===== config.mk =====
export PLATFORM = sky130hd
export DESIGN_NAME = spi_cfg_master
export DESIGN_NICKNAME = d
export VERILOG_FILES = /design/src/rtl/spi_cfg_master_pkg.sv /design/src/rtl/spi_cfg_master_sck_gen.sv /design/src/rtl/spi_cfg_master.sv
export SDC_FILE = /design/constraint.sdc
export NUM_CORES = 1
export LEC_CHECK = 0
export CAP_MARGIN = 10
export CORE_UTILIZATION = 57
export DETAILED_ROUTE_END_ITERATION = 8
export GPL_ROUTABILITY_DRIVEN = 0
export PLACE_DENSITY = 0.81
export SYNTH_ARGS = -nofsm -noshare
export SYNTH_HDL_FRONTEND = slang
export SYNTH_SLANG_ARGS = --single-unit

===== constraint.sdc =====
create_clock -name clk -period 3.35 [get_ports clk]
set_clock_uncertainty 0.2 [all_clocks]
set_input_delay 0.67 -clock clk [delete_from_list [all_inputs] [get_ports clk]]
set_output_delay 0.67 -clock clk [all_outputs]
set_load 0.005 [all_outputs]

===== src/rtl/spi_cfg_master_pkg.sv =====
// Shared definitions for the SPI configuration master.
//   state_t : FSM state encoding used by spi_cfg_master
//   max2    : elaboration-time helper for sizing counters
package spi_cfg_master_pkg;

  typedef enum logic [2:0] {
    ST_IDLE  = 3'd0,
    ST_SETUP = 3'd1,
    ST_XFER  = 3'd2,
    ST_HOLD  = 3'd3,
    ST_HELD  = 3'd4
  } state_t;

  function automatic int max2(input int a, input int b);
    return (a > b) ? a : b;
  endfunction

endpackage


===== src/rtl/spi_cfg_master_sck_gen.sv =====
// Serial clock generator for spi_cfg_master (mode 0, sck idles low).
// Ports:
//   clk        in  system clock
//   rst        in  synchronous active-low reset
//   en         in  run the divider; while low sck is forced low and the divider rearmed
//   sck        out serial clock, each phase CLK_DIV clk cycles
//   rise_pulse out high in the cycle whose closing edge drives sck 0->1
//   fall_pulse out high in the cycle whose closing edge drives sck 1->0
module spi_cfg_master_sck_gen #(
  parameter int CLK_DIV = 4
) (
  input  logic clk,
  input  logic rst,
  input  logic en,
  output logic sck,
  output logic rise_pulse,
  output logic fall_pulse
);

  localparam int DIV_W = (CLK_DIV > 1) ? $clog2(CLK_DIV) : 1;
  localparam logic [DIV_W-1:0] DIV_LD = DIV_W'(CLK_DIV - 1);

  logic [DIV_W-1:0] div_cnt;
  logic             sck_q;
  logic             tc;

  // Down-counter rearmed while disabled, so the first rise after enable
  // lands a full half-period later and mosi gets its setup time.
  assign tc         = (div_cnt == '0);
  assign rise_pulse = en && tc && !sck_q;
  assign fall_pulse = en && tc && sck_q;
  assign sck        = sck_q;

  always_ff @(posedge clk) begin
    if (!rst) begin
      div_cnt <= DIV_LD;
      sck_q   <= 1'b0;
    end else if (!en) begin
      div_cnt <= DIV_LD;
      sck_q   <= 1'b0;
    end else if (tc) begin
      div_cnt <= DIV_LD;
      sck_q   <= ~sck_q;
    end else begin
      div_cnt <= div_cnt - DIV_W'(1);
    end
  end

endmodule


===== src/rtl/spi_cfg_master.sv =====
// SPI initiator, mode 0 (CPOL=0, CPHA=0), MSB first, one DATA_W frame per start.
// Optionally keeps ss low after a frame so multi-byte transactions run back to back.
//
// state | meaning
// IDLE  | ss high, waiting for start
// SETUP | ss low, sck low, CS_SETUP cycles before the clock runs
// XFER  | sck running, shifting mosi out and miso in
// HOLD  | sck low, CS_HOLD cycles before done
// HELD  | ss kept low between chained frames, waiting for start
//
// Ports:
//   clk, rst          system clock, synchronous active-low reset
//   start, hold       frame request and keep-ss-low flag (sampled together)
//   tx_data           frame to send, sampled with start
//   busy, done        frame in progress, one-cycle completion pulse
//   rx_data           last received frame, updated with done
//   ss, sck, mosi     SPI outputs; miso SPI input
module spi_cfg_master
  import spi_cfg_master_pkg::*;
#(
  parameter int DATA_W   = 8,
  parameter int CLK_DIV  = 4,
  parameter int CS_SETUP = 2,
  parameter int CS_HOLD  = 2
) (
  input  logic              clk,
  input  logic              rst,
  input  logic              start,
  input  logic              hold,
  input  logic [DATA_W-1:0] tx_data,
  output logic              busy,
  output logic              done,
  output logic [DATA_W-1:0] rx_data,
  output logic              ss,
  output logic              sck,
  output logic              mosi,
  input  logic              miso
);

  localparam int BIT_W = $clog2(DATA_W + 1);
  localparam int PH_W  = $clog2(max2(CS_SETUP, CS_HOLD) + 1);
  localparam logic [PH_W-1:0]  SETUP_LD = PH_W'(CS_SETUP - 1);
  localparam logic [PH_W-1:0]  HOLD_LD  = PH_W'(CS_HOLD - 1);
  localparam logic [BIT_W-1:0] BIT_LAST = BIT_W'(DATA_W);

  state_t             state_q, state_d;
  logic [PH_W-1:0]    ph_cnt_q, ph_cnt_d;
  logic [BIT_W-1:0]   bit_cnt_q, bit_cnt_d;
  logic [DATA_W-1:0]  tx_shift_q, tx_shift_d;
  logic [DATA_W-1:0]  rx_shift_q, rx_shift_d;
  logic [DATA_W-1:0]  rx_data_q, rx_data_d;
  logic               hold_q, hold_d;
  logic               ss_q, ss_d;
  logic               busy_q, busy_d;
  logic               done_q, done_d;
  logic               start_ok;
  logic               sck_en, rise_pulse, fall_pulse;

  // busy stays high through the done cycle, so a start coinciding with done is ignored.
  assign start_ok = start && !busy_q;
  assign sck_en   = (state_q == ST_XFER);

  spi_cfg_master_sck_gen #(
    .CLK_DIV (CLK_DIV)
  ) u_sck_gen (
    .clk        (clk),
    .rst        (rst),
    .en         (sck_en),
    .sck        (sck),
    .rise_pulse (rise_pulse),
    .fall_pulse (fall_pulse)
  );

  always_comb begin
    state_d    = state_q;
    ph_cnt_d   = ph_cnt_q;
    bit_cnt_d  = bit_cnt_q;
    tx_shift_d = tx_shift_q;
    rx_shift_d = rx_shift_q;
    rx_data_d  = rx_data_q;
    hold_d     = hold_q;
    ss_d       = ss_q;
    busy_d     = busy_q;
    done_d     = 1'b0;

    case (state_q)
      ST_IDLE: begin
        busy_d = 1'b0;
        if (start_ok) begin
          state_d  = ST_SETUP;
          ph_cnt_d = SETUP_LD;
          ss_d     = 1'b0;
        end
      end
      ST_SETUP: begin
        if (ph_cnt_q == '0) state_d = ST_XFER;
        else                ph_cnt_d = ph_cnt_q - PH_W'(1);
      end
      ST_XFER: begin
        if (rise_pulse) begin
          rx_shift_d = {rx_shift_q[DATA_W-2:0], miso};
          bit_cnt_d  = bit_cnt_q + BIT_W'(1);
        end
        if (fall_pulse) begin
          // Last fall leaves the final bit on mosi through HOLD.
          if (bit_cnt_q == BIT_LAST) begin
            state_d  = ST_HOLD;
            ph_cnt_d = HOLD_LD;
          end else begin
            tx_shift_d = {tx_shift_q[DATA_W-2:0], 1'b0};
          end
        end
      end
      ST_HOLD: begin
        if (ph_cnt_q == '0) begin
          rx_data_d = rx_shift_q;
          done_d    = 1'b1;
          if (hold_q) begin
            state_d = ST_HELD;
          end else begin
            ss_d    = 1'b1;
            state_d = ST_IDLE;
          end
        end else begin
          ph_cnt_d = ph_cnt_q - PH_W'(1);
        end
      end
      ST_HELD: begin
        busy_d = 1'b0;
        if (start_ok) state_d = ST_XFER;
      end
      default: state_d = ST_IDLE;
    endcase

    if (start_ok && (state_q == ST_IDLE || state_q == ST_HELD)) begin
      tx_shift_d = tx_data;
      hold_d     = hold;
      bit_cnt_d  = '0;
      busy_d     = 1'b1;
    end
  end

  always_ff @(posedge clk) begin
    if (!rst) begin
      state_q    <= ST_IDLE;
      ph_cnt_q   <= '0;
      bit_cnt_q  <= '0;
      tx_shift_q <= '0;
      rx_shift_q <= '0;
      rx_data_q  <= '0;
      hold_q     <= 1'b0;
      ss_q       <= 1'b1;
      busy_q     <= 1'b0;
      done_q     <= 1'b0;
    end else begin
      state_q    <= state_d;
      ph_cnt_q   <= ph_cnt_d;
      bit_cnt_q  <= bit_cnt_d;
      tx_shift_q <= tx_shift_d;
      rx_shift_q <= rx_shift_d;
      rx_data_q  <= rx_data_d;
      hold_q     <= hold_d;
      ss_q       <= ss_d;
      busy_q     <= busy_d;
      done_q     <= done_d;
    end
  end

  // mosi is the registered MSB of the transmit shifter, so it only moves on sck falls.
  assign mosi    = tx_shift_q[DATA_W-1];
  assign ss      = ss_q;
  assign busy    = busy_q;
  assign done    = done_q;
  assign rx_data = rx_data_q;

endmodule


==> impl_metrics.env, run 1 <==
export IMPL_outcome="finished, final reports clean"
export IMPL_total_leakage_power_nw=0.719
export IMPL_synth_net_count=207
export IMPL_detail_route_iter0_violations=30
export IMPL_postSynth_asyncResetShare_pct=0
export IMPL_die_area_mm2=0.00332
export IMPL_drv_max_cap_violation_count=0
export IMPL_synthFlopType="sky130_fd_sc_hd__dfxtp_1"
export IMPL_fp_dieW_um=57.7
export IMPL_post_route_cell_area_mm2=0.00208
export IMPL_hold_fix_buffer_count_after_cts=0
export IMPL_grt_total_usage_pct=24.5
export IMPL_detailedRoute_firstPassIterationCount=4
export IMPL_period_share_pct=72.6
export IMPL_synth_yosys_seq_area_share_pct=45.4
export IMPL_place_worst_setup_slack_ns=0.805
export IMPL_layout_min_cycle_time_ns=2.43
export IMPL_achievable_frequency_ghz=0.411
export IMPL_die_y_um=57.7
export IMPL_finalSetupViolCount=0
export IMPL_placement_rows=19
export IMPL_finalHoldViolations=0
export IMPL_n_antenna_cell=0
export IMPL_mostFrequentLayoutCells="40 x sky130_fd_sc_hd__dfxtp_1, 33 x sky130_fd_sc_hd__nand2_1, 25 x sky130_fd_sc_hd__clkdlybuf4s50_1"
export IMPL_num_fill_cells=214
export IMPL_tritoncts_num_buffers=5
export IMPL_path_delay_family="flip-flops"
export IMPL_synth_seq_cells=40
export IMPL_cts_max_path_buffers=2
export IMPL_drt_wl_total_um=3590
export IMPL_drv_slew=0
export IMPL_core_mm2=0.00285
export IMPL_area_growth_pct=17.8
export IMPL_signal_arrival_time_at_the_worst_endpoint_ns=1.56
export IMPL_grt_pass1_wl_um=6130
export IMPL_cts_repair_timing_setup_buffer_count=0
export IMPL_placement_cell_area_mm2=0.00201
export IMPL_max_vdd_ir_drop_mv=0.409
export IMPL_instances_no_fill=245
export IMPL_route_detailed_wl_per_inst_um=14.6
export IMPL_globalRouteOverflowTotal=0
export IMPL_postSynthAreaPerCell_um2=9.29
export IMPL_post_place_cells=237
export IMPL_synth_warning_count=0
export IMPL_start_util_pct=61.9
export IMPL_critical_path_max_fanout=9
export IMPL_dp_final_hpwl_um=2520
export IMPL_crit_type="reg -> out"
export IMPL_worst_setup_path_start_kind="register"
export IMPL_crit_path_top_delay_cell="sky130_fd_sc_hd__dfxtp_1"
export IMPL_hold_path_class="reg -> reg"
export IMPL_top_level_ports=26
export IMPL_postLayoutCoreUtil_pct=72.9
export IMPL_ys_types=39
export IMPL_totalNegativeSetupSlack_ns=0
export IMPL_timing_critical_path_to_type="output pin"
export IMPL_clk_insertion_delay_late_ns=0.36
export IMPL_power_density_mw_per_mm2=477
export IMPL_cts_repair_resize_count=0
export IMPL_critical_path_required_ns=2.48
export IMPL_cts_sinks=40
export IMPL_netlist_area_mm2=0.00177
export IMPL_crit_path_cell_trace="clkdlybuf4s50_1"
export IMPL_worst_pin_slew_ns=0.771
export IMPL_route_vias_total=1396
export IMPL_worstPathBufferInverterCount=1
export IMPL_layout_nets=230
export IMPL_worst_setup_hold_path_clk_slew_ns=0.13
export IMPL_unrepaired_setup_endpoints_after_global_routing="no"
export IMPL_htreeDepth=2
export IMPL_synthesized_instance_count=190
export IMPL_route_antenna_remaining_nets=0
export IMPL_tritoncts="yes"
export IMPL_total_power_after_layout_mw=0.991
export IMPL_antenna_violations_before_repair=0
export IMPL_layout_commonest_cell="sky130_fd_sc_hd__dfxtp_1"
export IMPL_critPathMaxStageDelay_ns=0.62
export IMPL_timing_max_slew_rel_slack_pct=48.5
export IMPL_whs_ns=0.202
export IMPL_final_layout_size_suffix_gt1_share_pct=8.41
export IMPL_pin_count_of_the_biggest_net_entering_global_routing=26
export IMPL_grt_pass1_vias=1383
export IMPL_i_o_buffers=25
export IMPL_final_critical_path_setup_slack_ns=0.918
export IMPL_clock_tree_root_cell="sky130_fd_sc_hd__clkbuf_4"
export IMPL_drcViolationCount=0
export IMPL_vias_per_cell=5.70
export IMPL_synth_edff_count=0
==> synthesized netlist by cell type, types with 2 or more instances <==
library cell | number | area [um^2]
sky130_fd_sc_hd__ha_1 | 4 | 50.1
sky130_fd_sc_hd__nor3_1 | 2 | 10.0
sky130_fd_sc_hd__a21boi_0 | 12 | 90.1
sky130_fd_sc_hd__mux2i_1 | 8 | 80.1
sky130_fd_sc_hd__buf_2 | 3 | 15.0
sky130_fd_sc_hd__dfxtp_1 | 40 | 801
sky130_fd_sc_hd__and2_1 | 3 | 18.8
sky130_fd_sc_hd__inv_1 | 8 | 30.0
sky130_fd_sc_hd__o21ai_0 | 5 | 25.0
sky130_fd_sc_hd__nor2b_1 | 9 | 56.3
sky130_fd_sc_hd__xnor2_1 | 4 | 35.0
sky130_fd_sc_hd__clkbuf_1 | 6 | 22.5
sky130_fd_sc_hd__a21oi_1 | 6 | 30.0
sky130_fd_sc_hd__nand2b_1 | 2 | 12.5
sky130_fd_sc_hd__o221a_2 | 3 | 33.8
sky130_fd_sc_hd__o21a_1 | 6 | 45.0
sky130_fd_sc_hd__nor2_1 | 10 | 37.5
sky130_fd_sc_hd__nand2_1 | 33 | 124
sky130_fd_sc_hd__nand3_1 | 6 | 30.0
==> state kept, by name, summed over array words and instances (netlist names) <==
register / cells
state_q: 3
bit_cnt_q: 4
rx_data: 8
tx_shift_q: 8
u_sck_gen.div_cnt: 2
rx_shift_q: 8
busy: 1
ss: 1
hold_q: 1
ph_cnt_q: 2
done: 1
u_sck_gen.sck: 1
==> kinds of logic after synthesis <==
| logic type | Yosys count | synth area share (%) |
|---|---|---|
| AOI/OAI and AO/OA | 40 | 16.7 |
| and+or+nand+nor | 75 | 23.5 |
| buffers and inverters | 18 | 4.46 |
| xor gates and xnor gates | 4 | 1.98 |
| muxes | 9 | 5.17 |
| DFF | 40 | 45.4 |
| adders and majority gates | 4 | 2.83 |
==> layout make-up <==
type	instances	area (um^2)	share of cell area (%)
tap	31	38.8	1.87
multi-input combinational	132	886	42.6
sequential	40	801	38.5
timing repair buffer	26	258	12.4
clock inverter	2	15.0	0.722
clock buffer	6	51.3	2.47
inverter	8	30.0	1.44
==> per-layer routing <==
metal | wire length, um | track usage, %
met5 | 0 | 0
met4 | 56 | 9.18
met3 | 127 | 6.70
met2 | 1810 | 43.2
met1 | 1590 | 28.6
==> final timing paths <==
path,start,end,slack [ns],depth (start not counted)
hold reg to reg,u_sck_gen.div_cnt[0]$_SDFF_PP1_,u_sck_gen.div_cnt[0]$_SDFF_PP1_,0.20,1
setup reg to reg,state_q[1]$_SDFFE_PN0P_,rx_data[6]$_SDFFE_PN0P_,1.32,4
setup / recovery,u_sck_gen.sck$_SDFFE_PP0N_,sck,0.92,1
hold / removal,u_sck_gen.div_cnt[0]$_SDFF_PP1_,u_sck_gen.div_cnt[0]$_SDFF_PP1_,0.20,1
==> report_power, final <==
group / total (mW) / internal [mW] / leakage (nW) / switching (mW)
Clock: 0.270 / 0.102 / 0.0305 / 0.168
Combinational: 0.174 / 0.0919 / 0.363 / 0.0819
Sequential: 0.548 / 0.510 / 0.325 / 0.0382
Power figures use the tool's default switching activity.
==> run 2: changes to the inputs <==
--- a/config.mk
+++ b/config.mk
@@ -6,10 +6,10 @@
 export NUM_CORES = 1
 export LEC_CHECK = 0
 export CAP_MARGIN = 10
-export CORE_UTILIZATION = 57
+export CORE_UTILIZATION = 48
 export DETAILED_ROUTE_END_ITERATION = 8
 export GPL_ROUTABILITY_DRIVEN = 0
-export PLACE_DENSITY = 0.81
+export PLACE_DENSITY = 0.73
 export SYNTH_ARGS = -nofsm -noshare
 export SYNTH_HDL_FRONTEND = slang
 export SYNTH_SLANG_ARGS = --single-unit
==> constraint.sdc (replaced) <==
create_clock -name clk -period 2 [get_ports clk]
set_clock_uncertainty 0.2 [all_clocks]
set_input_delay 0.4 -clock clk [delete_from_list [all_inputs] [get_ports clk]]
set_output_delay 0.4 -clock clk [all_outputs]
set_load 0.005 [all_outputs]
==> run 2 against run 1 <==
  * Core utilization shrank 9.1 points
  * Register-to-register slack lost 1.1 ns
  * Global-route usage is 5.1 points lower
  * Cell count up 10%
  * Sequential share of layout area fell by 2.1 points
  * Clock power up 100%
  * Worst setup slack got worse by 0.82 ns
  * Power grew 80%
  * Wire length fell by 3.2%
  * Critical path depth is the same
  * Critical endpoint is now busy
  * Final area increased by 5.7%
==> impl_metrics.env, run 2 (synthesis results as in run 1) <==
export IMPL_outcome="finished, final reports clean"
export IMPL_place_worst_setup_slack_ns=-0.193
export IMPL_placement_rows=21
export IMPL_vias_per_cell=5.20
export IMPL_route_antenna_remaining_nets=0
export IMPL_die_y_um=62.6
export IMPL_drcViolationCount=0
export IMPL_signal_arrival_time_at_the_worst_endpoint_ns=1.30
export IMPL_antenna_violations_before_repair=0
export IMPL_period_share_pct=95.1
export IMPL_die_area_mm2=0.00392
export IMPL_top_level_ports=26
export IMPL_clk_insertion_delay_late_ns=0.29
export IMPL_cts_sinks=40
export IMPL_detail_route_iter0_violations=84
export IMPL_crit_path_cell_trace="clkdlybuf4s50_1"
export IMPL_worst_pin_slew_ns=0.396
export IMPL_cts_repair_timing_setup_buffer_count=0
export IMPL_layout_min_cycle_time_ns=1.90
export IMPL_mostFrequentLayoutCells="40 x sky130_fd_sc_hd__dfxtp_1, 33 x sky130_fd_sc_hd__nand2_1, 25 x sky130_fd_sc_hd__clkdlybuf4s50_1"
export IMPL_power_density_mw_per_mm2=814
export IMPL_drv_max_cap_violation_count=0
export IMPL_placement_cell_area_mm2=0.00211
export IMPL_whs_ns=0.185
export IMPL_grt_pass1_wl_um=6040
export IMPL_final_layout_size_suffix_gt1_share_pct=11.6
export IMPL_route_detailed_wl_per_inst_um=12.9
export IMPL_drt_wl_total_um=3470
export IMPL_grt_pass1_vias=1344
export IMPL_cts_max_path_buffers=2
export IMPL_clock_tree_root_cell="sky130_fd_sc_hd__clkbuf_8"
export IMPL_area_growth_pct=24.5
export IMPL_critPathMaxStageDelay_ns=0.55
export IMPL_regToRegSetupSlack_ns=0.22
export IMPL_final_critical_path_setup_slack_ns=0.0982
export IMPL_rr_worst_depth=6
export IMPL_postLayoutCoreUtil_pct=63.8
export IMPL_core_mm2=0.00344
export IMPL_timing_max_slew_rel_slack_pct=73.5
export IMPL_whs_endpoint="u_sck_gen.div_cnt[0]$_SDFF_PP1_"
export IMPL_tritoncts="yes"
export IMPL_crit_type="reg -> out"
export IMPL_finalHoldViolations=0
export IMPL_post_place_cells=262
export IMPL_n_antenna_cell=0
export IMPL_detailedRoute_firstPassIterationCount=4
export IMPL_hold_path_class="reg -> reg"
export IMPL_drv_slew=0
export IMPL_worst_setup_path_start_kind="register"
export IMPL_cts_repair_resize_count=0
export IMPL_path_delay_family="buffers and inverters"
export IMPL_i_o_buffers=25
export IMPL_hp_start="u_sck_gen.div_cnt[0]$_SDFF_PP1_"
export IMPL_globalRouteOverflowTotal=0
export IMPL_layout_nets=240
export IMPL_max_vdd_ir_drop_mv=0.465
export IMPL_hold_depth=1
export IMPL_start_util_pct=51.3
export IMPL_grt_total_usage_pct=19.5
export IMPL_hold_fix_buffer_count_after_cts=0
export IMPL_critical_path_max_fanout=6
export IMPL_htreeDepth=2
export IMPL_total_power_after_layout_mw=1.79
export IMPL_timing_critical_path_to_type="output pin"
export IMPL_finalSetupViolCount=0
export IMPL_total_leakage_power_nw=0.785
export IMPL_critical_path_required_ns=1.40
export IMPL_layout_commonest_cell="sky130_fd_sc_hd__dfxtp_1"
export IMPL_reg2reg_capture_point="tx_shift_q[4]$_SDFFE_PN0P_"
export IMPL_post_route_cell_area_mm2=0.00220
export IMPL_route_vias_total=1405
export IMPL_totalNegativeSetupSlack_ns=0
export IMPL_worst_setup_hold_path_clk_slew_ns=0.07
export IMPL_tritoncts_num_buffers=5
export IMPL_instances_no_fill=270
export IMPL_unrepaired_setup_endpoints_after_global_routing="no"
export IMPL_fp_dieW_um=62.6
export IMPL_dp_final_hpwl_um=2590
export IMPL_timing_rr_start="bit_cnt_q[0]$_SDFFE_PP0P_"
export IMPL_pin_count_of_the_biggest_net_entering_global_routing=22
export IMPL_achievable_frequency_ghz=0.526
export IMPL_crit_path_top_delay_cell="sky130_fd_sc_hd__clkdlybuf4s50_1"
export IMPL_worstPathBufferInverterCount=1
-- run 2: cell types whose count changed in the layout (fill, tap and decap cells not counted) --
cell / before / now
sky130_fd_sc_hd__clkinvlp_4: 2 / 0
sky130_fd_sc_hd__clkbuf_1: 0 / 2
sky130_fd_sc_hd__buf_4: 1 / 11
sky130_fd_sc_hd__clkbuf_8: 1 / 6
sky130_fd_sc_hd__clkbuf_4: 5 / 0
-- run 2: metal layers --
metal  vias up  global-route usage [%]  part of all wire (%)
met5         -                       0                     0
met3         5                    5.84                   4.1
met2        21                    34.2                    49
met1       665                    22.5                    46
met4         0                    6.10                   1.2
li1        714                       -                     -
-- run 2: power by group --
group	switching (mW)	internal (mW)	total, mW
clock	0.260	0.281	0.541
sequential	0.0433	0.854	0.897
combinational	0.165	0.185	0.350
total	0.468	1.32	1.79
-- run 2: how the worst max path moves through the flow --
stage	from	to	cells past startpoint
floorplan	u_sck_gen.div_cnt[0]$_SDFF_PP1_	tx_shift_q[4]$_SDFFE_PN0P_	6
global placement	start	ss$_SDFFE_PN1P_	5
detailed placement	start	ss$_SDFFE_PN1P_	5
CTS	busy$_SDFFE_PN0P_	busy	1
global route	busy$_SDFFE_PN0P_	busy	1
finish	busy$_SDFFE_PN0P_	busy	1
-- run 2: final cells by class --
class / instances / area [um^2]
clock buffer: 8 / 90.1
fill: 287 / 1240
inverter: 8 / 30.0
multi-input combinational: 132 / 886
sequential: 40 / 801
tap: 46 / 57.6
timing repair buffer: 36 / 333
